File: src/rtl/device_id_reader.sv
// device_id_reader: sequences a DNA_PORT-family primitive (startup wait, one READ, ID_W SHIFTs),
// captures the ID LSB-first into a held register, mirrors each bit on ser_out and replays the ID
// as a valid/ready word stream. Optional comparator against exp_id: define DEVICE_ID_COMPARE_EN.
module device_id_reader #(
  parameter int ID_W        = 96,
  parameter int WORD_W      = 32,
  parameter int STARTUP_DLY = 9,
  parameter bit AUTO_START  = 1'b1
) (
  input  logic              clk,
  input  logic              rst_n,
  input  logic              start,
  output logic              busy,
  output logic              prim_read,
  output logic              prim_shift,
  output logic              prim_din,
  input  logic              prim_dout,
  output logic              ser_out,
  output logic              ser_valid,
  output logic [ID_W-1:0]   id_out,
  output logic              id_valid,
  output logic [WORD_W-1:0] m_data,
  output logic              m_valid,
  input  logic              m_ready,
  output logic              m_last
`ifdef DEVICE_ID_COMPARE_EN
  ,
  input  logic [ID_W-1:0]   exp_id,
  output logic              id_match,
  output logic              id_mismatch
`endif
);

  localparam int NW    = (ID_W + WORD_W - 1) / WORD_W;
  localparam int PAD_W = NW * WORD_W;
  localparam logic [7:0] DLY_LAST  = 8'(STARTUP_DLY - 1);
  localparam logic [8:0] CAP_LAST  = 9'(ID_W - 1);
  localparam logic [8:0] CAP_TOTAL = 9'(ID_W);
  localparam logic [8:0] WORD_LAST = 9'(NW - 1);

  typedef enum logic [2:0] {
    S_IDLE,
    S_WAIT,
    S_LOAD,
    S_SHIFT,
    S_STREAM
  } state_t;

  state_t            state;
  state_t            state_nxt;
  logic              auto_pend;
  logic [7:0]        dly_cnt;
  logic [8:0]        cap_cnt;
  logic [8:0]        word_idx;
  logic [ID_W-1:0]   id_shift;
  logic [ID_W-1:0]   id_shift_nxt;
  logic [PAD_W-1:0]  id_pad;
  logic              go;
  logic              cap_last;
  logic              shift_more;
  logic              accept;
  logic              last_word;

  // Rotate loopback: what leaves the primitive goes straight back in, so a re-read sees the same ID.
  assign prim_din = prim_dout;

  // Datapath decodes: capture pointer, shift issue window, stream word selection.
  always_comb begin
    go           = start | auto_pend;
    id_shift_nxt = id_shift >> 1;
    id_shift_nxt[ID_W-1] = prim_dout;
    // Last capture happens on the edge where the ID_W-th registered SHIFT is seen.
    cap_last     = prim_shift && (cap_cnt == CAP_LAST);
    // Keep SHIFT asserted until ID_W shifts have been issued (captured so far plus the one in flight).
    shift_more   = (state == S_SHIFT) && ((cap_cnt + {8'd0, prim_shift}) < CAP_TOTAL);
    busy         = (state != S_IDLE);
    m_valid      = (state == S_STREAM);
    last_word    = (word_idx == WORD_LAST);
    m_last       = m_valid && last_word;
    accept       = m_valid && m_ready;
    id_pad       = '0;
    id_pad[ID_W-1:0] = id_out;
    m_data       = WORD_W'(id_pad >> (int'(word_idx) * WORD_W));
  end

  // State register.
  always_ff @(posedge clk or negedge rst_n) begin
    if (!rst_n) begin
      state <= S_IDLE;
    end else begin
      state <= state_nxt;
    end
  end

  // Next-state logic; start is only looked at in IDLE, so requests while busy are dropped.
  always_comb begin
    state_nxt = state;
    case (state)
      S_IDLE:   if (go) state_nxt = (STARTUP_DLY == 0) ? S_LOAD : S_WAIT;
      S_WAIT:   if (dly_cnt == DLY_LAST) state_nxt = S_LOAD;
      S_LOAD:   state_nxt = S_SHIFT;
      S_SHIFT:  if (cap_last) state_nxt = S_STREAM;
      S_STREAM: if (accept && last_word) state_nxt = S_IDLE;
      default:  state_nxt = S_IDLE;
    endcase
  end

  // One-shot launch request after reset release when auto start is enabled.
  always_ff @(posedge clk or negedge rst_n) begin
    if (!rst_n) begin
      auto_pend <= AUTO_START;
    end else begin
      auto_pend <= 1'b0;
    end
  end

  // Startup delay, capture and stream word counters.
  always_ff @(posedge clk or negedge rst_n) begin
    if (!rst_n) begin
      dly_cnt  <= '0;
      cap_cnt  <= '0;
      word_idx <= '0;
    end else begin
      if (state == S_WAIT) dly_cnt <= dly_cnt + 8'd1;
      else                 dly_cnt <= '0;
      if (state == S_LOAD)  cap_cnt <= '0;
      else if (prim_shift)  cap_cnt <= cap_cnt + 9'd1;
      if (state != S_STREAM)          word_idx <= '0;
      else if (accept && !last_word)  word_idx <= word_idx + 9'd1;
    end
  end

  // Registered primitive controls: READ follows LOAD by one cycle, SHIFT follows the issue window.
  always_ff @(posedge clk or negedge rst_n) begin
    if (!rst_n) begin
      prim_read  <= 1'b0;
      prim_shift <= 1'b0;
    end else begin
      prim_read  <= (state == S_LOAD);
      prim_shift <= shift_more;
    end
  end

  // Serial capture on every edge that sees a registered SHIFT; each bit is mirrored on ser_out.
  always_ff @(posedge clk or negedge rst_n) begin
    if (!rst_n) begin
      id_shift  <= '0;
      ser_out   <= 1'b0;
      ser_valid <= 1'b0;
    end else begin
      ser_valid <= prim_shift;
      if (prim_shift) begin
        id_shift <= id_shift_nxt;
        ser_out  <= prim_dout;
      end
    end
  end

  // Held ID: updated in one step at the end of capture, so consumers never see a partial value.
  always_ff @(posedge clk or negedge rst_n) begin
    if (!rst_n) begin
      id_out   <= '0;
      id_valid <= 1'b0;
    end else if (state == S_IDLE && go) begin
      id_valid <= 1'b0;
    end else if (cap_last) begin
      id_out   <= id_shift_nxt;
      id_valid <= 1'b1;
    end
  end

`ifdef DEVICE_ID_COMPARE_EN
  // Expected-ID check, registered alongside id_valid and cleared whenever id_valid clears.
  always_ff @(posedge clk or negedge rst_n) begin
    if (!rst_n) begin
      id_match    <= 1'b0;
      id_mismatch <= 1'b0;
    end else if (state == S_IDLE && go) begin
      id_match    <= 1'b0;
      id_mismatch <= 1'b0;
    end else if (cap_last) begin
      id_match    <= (id_shift_nxt == exp_id);
      id_mismatch <= (id_shift_nxt != exp_id);
    end
  end
`endif

endmodule
File: config.mk
export PLATFORM = sky130hd
export DESIGN_NAME = device_id_reader
export DESIGN_NICKNAME = d
export VERILOG_FILES = /design/src/rtl/device_id_reader.sv
export SDC_FILE = /design/constraint.sdc
export NUM_CORES = 1
export LEC_CHECK = 0
export CAP_MARGIN = 0
export CORE_MARGIN = 4
export CORE_UTILIZATION = 35
export CTS_CLUSTER_DIAMETER = 120
export DETAILED_ROUTE_END_ITERATION = 8
export PLACE_DENSITY = 0.61
export SYNTH_ARGS = -nofsm -noshare
export SYNTH_HDL_FRONTEND = slang
export SYNTH_SLANG_ARGS = --single-unit
File: constraint.sdc
create_clock -name clk -period 6.4 [get_ports clk]
set_input_delay 1.28 -clock clk [delete_from_list [all_inputs] [get_ports clk]]
set_output_delay 1.28 -clock clk [all_outputs]
set_load 0.01 [all_outputs]
After elaboration in Yosys (flattened, before gate mapping)

Index checks and enable logic that the tools add are counted.

Output and inout port bits: 137
Register bits: 227
Word-level logic and storage cells: 59

Equal/unequal tests: 12
$add $sub $neg: 4
Reduce and logical (&&, ||, !) cells: 15
$lt $le $gt $ge: 1
Bitwise logic cells: 2
Multiplexer cells: 12
Shift-type cells: 1

Operator list:

| cell                                                | number |
|---|---|
| >> shifter 96 x 14 -> 32 bit                        | 1 |
| two-way mux 9 bit                                   | 4 |
| adder 9 x 1 -> 9 bit (second input constant)        | 2 |
| one-hot mux 3 bit (5 select lines)                  | 1 |
| two-way mux 3 bit                                   | 4 |
| adder 9 x 1 -> 9 bit                                | 1 |
| == test 9 x 2 -> 1 bit (second input constant)      | 1 |
| == test 9 x 7 -> 1 bit (second input constant)      | 1 |
| < comparator 9 x 7 -> 1 bit (second input constant) | 1 |
| adder 8 x 1 -> 8 bit (second input constant)        | 1 |
| == test 8 x 4 -> 1 bit (second input constant)      | 1 |
| two-way mux 8 bit                                   | 1 |
| logical AND 1 bit                                   | 7 |
| == test 3 x 2 -> 1 bit (second input constant)      | 2 |
| != test 2 bit (second input constant)               | 3 |
| nonzero test 2 bit                                  | 3 |
| AND reduction 4 bit                                 | 1 |
| == test 3 x 1 -> 1 bit (second input constant)      | 1 |
| == test 3 bit (second input constant)               | 1 |
| logical NOT 3 bit                                   | 1 |
| != test 3 bit (second input constant)               | 1 |
| nonzero test 3 bit                                  | 1 |
| two-way mux 1 bit                                   | 2 |
| != test 2 x 1 -> 1 bit (second input constant)      | 1 |
| other kinds (4)                                     | 4 |

Depth between registers and ports, before layout

Gate-level depths: netlist of run 1.

Depth in word-level cells: 5
Mapped depth: 8

Worst setup path after synthesis of run 1

OpenSTA, ideal clock, no wires.

Kind: register -> output
From: register word_idx[0]
To: output m_last
Setup slack: 3.350 ns
Cell stages (with the launch flop): 6
Arrival time: 1.770 ns
Buffers on the path: 1
Cells stage by stage: dfrtp_1 clkinv_1 clkbuf_1 ha_1 nor4b_1 and3_1

Cells in the longest elaborated chain, start to end: 2

Ends and longest elaborated chain:

| item                   | line | source |
|---|---|---|
| from (decl)            | 54   | `logic [8:0] word_idx;` |
| from (signal assigned) | 129  | `else if (accept && !last_word) word_idx <= word_idx + 9'd1;` |
| == test 9 x 2 -> 1 bit | 78   | `last_word = (word_idx == WORD_LAST);` |
| logical AND 1 bit      | 79   | `m_last = m_valid && last_word;` |
| to (decl)              | 25   | `output logic m_last` |

No other way between the ends.

Final worst setup path of run 1

From: register word_idx[2]
To: output m_data[20]

Cells in the longest elaborated chain, start to end: 1

Ends and longest elaborated chain:

| item                         | line | source |
|---|---|---|
| >> shifter 96 x 14 -> 32 bit | 83   | `m_data = WORD_W'(id_pad >> (int'(word_idx) * WORD_W));` |
| to (decl)                    | 22   | `output logic [WORD_W-1:0] m_data,` |

No other way between the ends.

==> results of run 1 <==
## power by group
part           leakage, nW  total (mW)  internal, mW  switching, mW
Sequential            3.10        1.64          1.50          0.137
Clock                0.435        1.51         0.949          0.561
Combinational         2.17       0.374         0.202          0.172
## worst max-delay path: stages (launching register included)
cell	delay, ps
dfrtp_1	440
nor4_1	790
nand2_1	620
buf_4	420
nor2_1	260
clkdlybuf4s50_1	590
## registers in the layout, summed over array words and instances, names as in the netlist
signal and count:
auto_pend 1, cap_cnt 9, dly_cnt 8, id_out 96
id_shift 94, id_valid 1, prim_read 1, prim_shift 1
ser_out 1, ser_valid 1, state 3, word_idx 9
## per-stage QoR
step / utilization / hold WS (ps) / setup WS, ps / std cells / area, um2
final: 0.455 / 510 / 1470 / 1217 / 12400
after global routing: 0.455 / 536 / 1230 / 1217 / 12400
after CTS: 0.455 / 517 / 1470 / 1217 / 12400
after detailed placement: 0.422 / 503 / 2030 / 1171 / 11500
after global placement: 0.422 / 495 / 2140 / 1171 / 11500
after floorplan: - / 446 / 3350 / 694 / 9770
## area by class of cell
type                    count  area (um2)
fillers                  2522       14800
flip-flops and latches    225        5640
multi-input cells         416        3860
repair buffers            147        1470
clock buffers              37         731
well taps                 372         465
clock inverters             9         149
inverters                  11        41.3
## cells by family (layout without fill, tap and decap cells)
logic type | after synthesis | in the layout | share of synthesized area
AND/OR/NAND/NOR | 109 | 109 | 0.0570
XOR/XNOR | 9 | 9 | 0.00807
flip-flops | 225 | 225 | 0.576
adder cells (fa/ha/maj) | 5 | 5 | 0.00640
multiplexers | 226 | 226 | 0.275
AO/OA/AOI/OAI | 66 | 66 | 0.0461
buffers and inverters | 53 | 204 | 0.0301
other | 1 | 1 | 0.000384
## placed cells by master (no fill, tap or decap), types with 4 or more instances in the layout
master           count
dfrtp_1            222
nor3_1               4
nor2_1              45
clkbuf_8             6
clkinv_2             4
bufinv_16            4
mux2_2             183
a21oi_1             13
nand4_1              9
nand2_1             13
a22oi_1             32
o21ai_0             10
nand3_1              9
inv_1                9
clkbuf_1             6
ha_1                 5
buf_4                5
clkbuf_16           25
clkdlybuf4s50_1    140
or3_1               10
mux2_4              40
xor2_1               6
## how the worst max path moves through the flow
| stage | slack (ps) | to | from |
|---|---|---|---|
| after floorplan | 3350 | m_last | word_idx[0]$_DFFE_PN0P_ |
| after global placement | 2140 | m_data[20] | word_idx[2]$_DFFE_PN0P_ |
| after detailed placement | 2030 | m_data[20] | word_idx[2]$_DFFE_PN0P_ |
| after CTS | 1470 | m_data[20] | word_idx[2]$_DFFE_PN0P_ |
| after global routing | 1230 | m_data[20] | word_idx[2]$_DFFE_PN0P_ |
| final | 1470 | m_data[20] | word_idx[2]$_DFFE_PN0P_ |
## routing by layer
layer  GRT usage  share of wire
met5           0              0
met4      0.0363          0.027
met3      0.0335          0.049
met2       0.212           0.44
met1       0.198           0.48
==> results.sh, run 1 <==
export IMPL_drive_above_1_share=0.333
export IMPL_worstSkewPairLatency_ps=520
export IMPL_grt_pass1_wl_um=35000
export IMPL_ys_warn_count=0
export IMPL_setup_violations_final=0
export IMPL_die_h_um=175
export IMPL_grt_use_total=0.138
export IMPL_total_power_mw=3.52
export IMPL_timing_rr_start="prim_shift$_DFF_PN0_"
export IMPL_antenna_found_initial=0
export IMPL_max_slew_margin_rel=0.304
export IMPL_vias=5928
export IMPL_arrival_ps=3650
export IMPL_postSynth_asyncResetShare=1.00
export IMPL_gp_congestion=0.748
export IMPL_post_cts_buffers=0
export IMPL_endpoint_kind="output pin"
export IMPL_crit_type="reg -> out"
export IMPL_reg2reg_depth=4
export IMPL_finClkSkew_ps=19.5
export IMPL_powerDensity_nw_per_um2=285
export IMPL_portBuffers=141
export IMPL_area_growth_pct=26.5
export IMPL_grt_start_max_net_pins=108
export IMPL_drt_pass1_iter_count=4
export IMPL_hold_viol=0
export IMPL_holdPathEnd="id_shift[1]$_DFFE_PN0P_"
export IMPL_p_leak_nw=5.71
export IMPL_start_kind="flop"
export IMPL_core_rowCount=60
export IMPL_yosysMostFrequentCell="dfrtp_1"
export IMPL_maxCapViolations=0
export IMPL_fin_crit_sh=0.770
export IMPL_cts_buffer_depth=3
export IMPL_worst_pin_slew_ps=1040
export IMPL_syn_avg_cell_area_um2=14.1
export IMPL_initial_core_util=0.359
export IMPL_coreArea_um2=27200
export IMPL_holdPathStages=1
export IMPL_mappedNetlistNets=704
export IMPL_grt_overflow_total=0
export IMPL_cts_tree="done"
export IMPL_syn_inst=694
export IMPL_yosys_area_top_type_share=0.574
export IMPL_viasPerCell=4.87
export IMPL_min_path_type="reg -> reg"
export IMPL_path_clk_slew_ps=60
export IMPL_outcome="finished, final reports clean"
export IMPL_synth_seq_cells=225
export IMPL_nets=836
export IMPL_syn_area_um2=9770
export IMPL_hpwl_um=13700
export IMPL_synth_flop_cell="dfrtp_1"
export IMPL_cp_max_fo=20
export IMPL_grt_pass1_vias=6119
export IMPL_period_minus_slack_ps=4930
export IMPL_reg2reg_to="id_out[54]$_DFFE_PN0P_"
export IMPL_r2r_slack_ps=3330
export IMPL_rsz0062_at_grt="false"
export IMPL_vdd_drop_max_uv=136
export IMPL_yosysUniqueCellTypes=49
export IMPL_final_max_slew_violation_count=0
export IMPL_htree_levels=1
export IMPL_holdCritStartpoint="id_shift[1]$_DFFE_PN0P_"
export IMPL_ios=142
export IMPL_die_area_um2=30600
export IMPL_die_w_um=175
export IMPL_cts_sinks=225
export IMPL_ctsHoldBuffers=0
export IMPL_postCtsResizedCells=0
export IMPL_wl_per_cell_um=17.5
export IMPL_critPathRequiredTime_ps=5120
export IMPL_cts_made_buffers=25
export IMPL_setup_tns_ps=0
export IMPL_seq_area_frac_synth=0.576
export IMPL_ant_nets=0
export IMPL_diodes=0
export IMPL_synth_edf_count=0
export IMPL_synth_commonest_cells="dfrtp_1, mux2_2, nor2_1"
export IMPL_yosysTopAreaCell="dfrtp_1"
export IMPL_clock_root_buffer="clkbuf_16"
export IMPL_drtIter0Drc=264
export IMPL_synth_top_cells_by_area="dfrtp_1, mux2_2, mux2_4"
export IMPL_wl_um=21300
export IMPL_drc=0
export IMPL_fmax_ghz=0.203
No activity file was read; power rests on OpenSTA's default activity.
==> inputs of run 2 (changes only) <==
--- a/config.mk
+++ b/config.mk
@@ -10,7 +10,7 @@
 export CORE_UTILIZATION = 35
 export CTS_CLUSTER_DIAMETER = 120
 export DETAILED_ROUTE_END_ITERATION = 8
-export PLACE_DENSITY = 0.61
+export PLACE_DENSITY = 0.64
 export SYNTH_ARGS = -nofsm -noshare
 export SYNTH_HDL_FRONTEND = slang
 export SYNTH_SLANG_ARGS = --single-unit
==> constraint.sdc (replaced) <==
create_clock -name clk -period 4 [get_ports clk]
set_input_delay 0.8 -clock clk [delete_from_list [all_inputs] [get_ports clk]]
set_output_delay 0.8 -clock clk [all_outputs]
set_load 0.01 [all_outputs]
==> results.sh, run 2 (same netlist as run 1, synthesis figures left out) <==
export IMPL_endpoint_kind="output pin"
export IMPL_vdd_drop_max_uv=217
export IMPL_period_minus_slack_ps=3580
export IMPL_drc=0
export IMPL_initial_core_util=0.359
export IMPL_rsz0062_at_grt="false"
export IMPL_total_power_mw=5.45
export IMPL_path_clk_slew_ps=60
export IMPL_drtIter0Drc=344
export IMPL_fmax_ghz=0.279
export IMPL_crit_type="reg -> out"
export IMPL_setup_tns_ps=0
export IMPL_core_rowCount=60
export IMPL_ctsHoldBuffers=0
export IMPL_cp_max_fo=21
export IMPL_antenna_found_initial=0
export IMPL_portBuffers=141
export IMPL_cts_buffer_depth=3
export IMPL_outcome="finished, final reports clean"
export IMPL_drt_pass1_iter_count=4
export IMPL_powerDensity_nw_per_um2=441
export IMPL_critPathRequiredTime_ps=3200
export IMPL_diodes=0
export IMPL_maxCapViolations=0
export IMPL_grt_start_max_net_pins=88
export IMPL_viasPerCell=4.90
export IMPL_clock_root_buffer="clkbuf_16"
export IMPL_wl_per_cell_um=17.7
export IMPL_final_cell_mix="dfrtp_1, mux2_2, clkdlybuf4s50_1"
export IMPL_htree_levels=1
export IMPL_place_inst=1179
export IMPL_drive_above_1_share=0.336
export IMPL_ios=142
export IMPL_hold_viol=0
export IMPL_final_common_cell="dfrtp_1"
export IMPL_die_area_um2=30600
export IMPL_grt_overflow_total=0
export IMPL_cts_sinks=225
export IMPL_arrival_ps=2780
export IMPL_worst_pin_slew_ps=798
export IMPL_min_path_type="in -> async"
export IMPL_grt_pass1_wl_um=35600
export IMPL_worstSkewPairLatency_ps=520
export IMPL_hpwl_um=14200
export IMPL_final_max_slew_violation_count=0
export IMPL_die_w_um=175
export IMPL_fin_cells=1223
export IMPL_finClkSkew_ps=10.6
export IMPL_cts_made_buffers=25
export IMPL_nFillCells=2503
export IMPL_max_slew_margin_rel=0.468
export IMPL_p_leak_nw=5.70
export IMPL_largest_reg_flops=96
export IMPL_coreArea_um2=27200
export IMPL_reg_top3="id_out x96, id_shift x94"
export IMPL_nets=844
export IMPL_die_h_um=175
export IMPL_fin_crit_sh=0.896
export IMPL_setup_violations_final=0
export IMPL_gp_congestion=0.753
export IMPL_start_kind="flop"
export IMPL_ant_nets=0
export IMPL_wl_um=21600
export IMPL_regMostFlops="id_out"
export IMPL_area_growth_pct=26.3
export IMPL_grt_pass1_vias=6234
export IMPL_vias=5993
export IMPL_cts_tree="done"
export IMPL_grt_use_total=0.141
run 2: cell type report:
type / count / area [um2] / share of cell area
Clock inverter: 6 / 65.1 / 0.00527
Multi-Input combinational cell: 416 / 3860 / 0.313
Timing Repair Buffer: 155 / 1550 / 0.125
Clock buffer: 38 / 724 / 0.0587
Tap cell: 372 / 465 / 0.0377
Inverter: 11 / 41.3 / 0.00335
Sequential cell: 225 / 5640 / 0.457
run 2: timing repair:
item / CTS / global route
gates resized for setup: 0 / 1
setup endpoints to repair: 0 / 4
buffers inserted: 0 / 0
run 2: path summary, 6_finish.rpt:
kind,slack [ps],depth (start not counted),start,end
max,420,5,word_idx[1]$_DFFE_PN0P_,m_data[8]
max in group asynchronous,2740,2,rst_n,word_idx[1]$_DFFE_PN0P_
max reg2reg,1630,4,cap_cnt[5]$_DFFE_PN0P_,id_out[95]$_DFFE_PN0P_
min in group clk,510,1,id_shift[1]$_DFFE_PN0P_,id_out[0]$_DFFE_PN0P_
min reg2reg,510,1,id_shift[1]$_DFFE_PN0P_,id_out[0]$_DFFE_PN0P_
min,290,1,rst_n,id_out[80]$_DFFE_PN0P_
run 2: layer usage:
layer / vias to the layer above / share of wire / GRT usage
li1: 2792 / - / -
met1: 3037 / 0.48 / 0.203
met2: 139 / 0.45 / 0.221
met3: 25 / 0.051 / 0.0314
met4: 0 / 0.017 / 0.0282
met5: - / 0 / 0
run 2: power by group:
group          switching [mW]  internal, mW
clock                   0.900          1.31
combinational           0.373         0.331
sequential              0.126          2.41
total                    1.40          4.05
run 2: worst max-delay path, stage by stage (launching register included):
cell and delay [ps]:
dfrtp_2 570, nor2b_4 620, buf_4 310, a22oi_1 110
nor2_1 100, clkdlybuf4s50_1 550
run 2: stage by stage:
stage / setup WS, ps / area, um2 / hold WS, ps / utilization
after floorplan: 1430 / 9770 / 446 / -
after global placement: 771 / 11500 / 496 / 0.425
after detailed placement: 722 / 11500 / 504 / 0.425
after CTS: 155 / 12300 / 311 / 0.454
after global routing: 217 / 12300 / 326 / 0.454
final: 417 / 12300 / 292 / 0.454
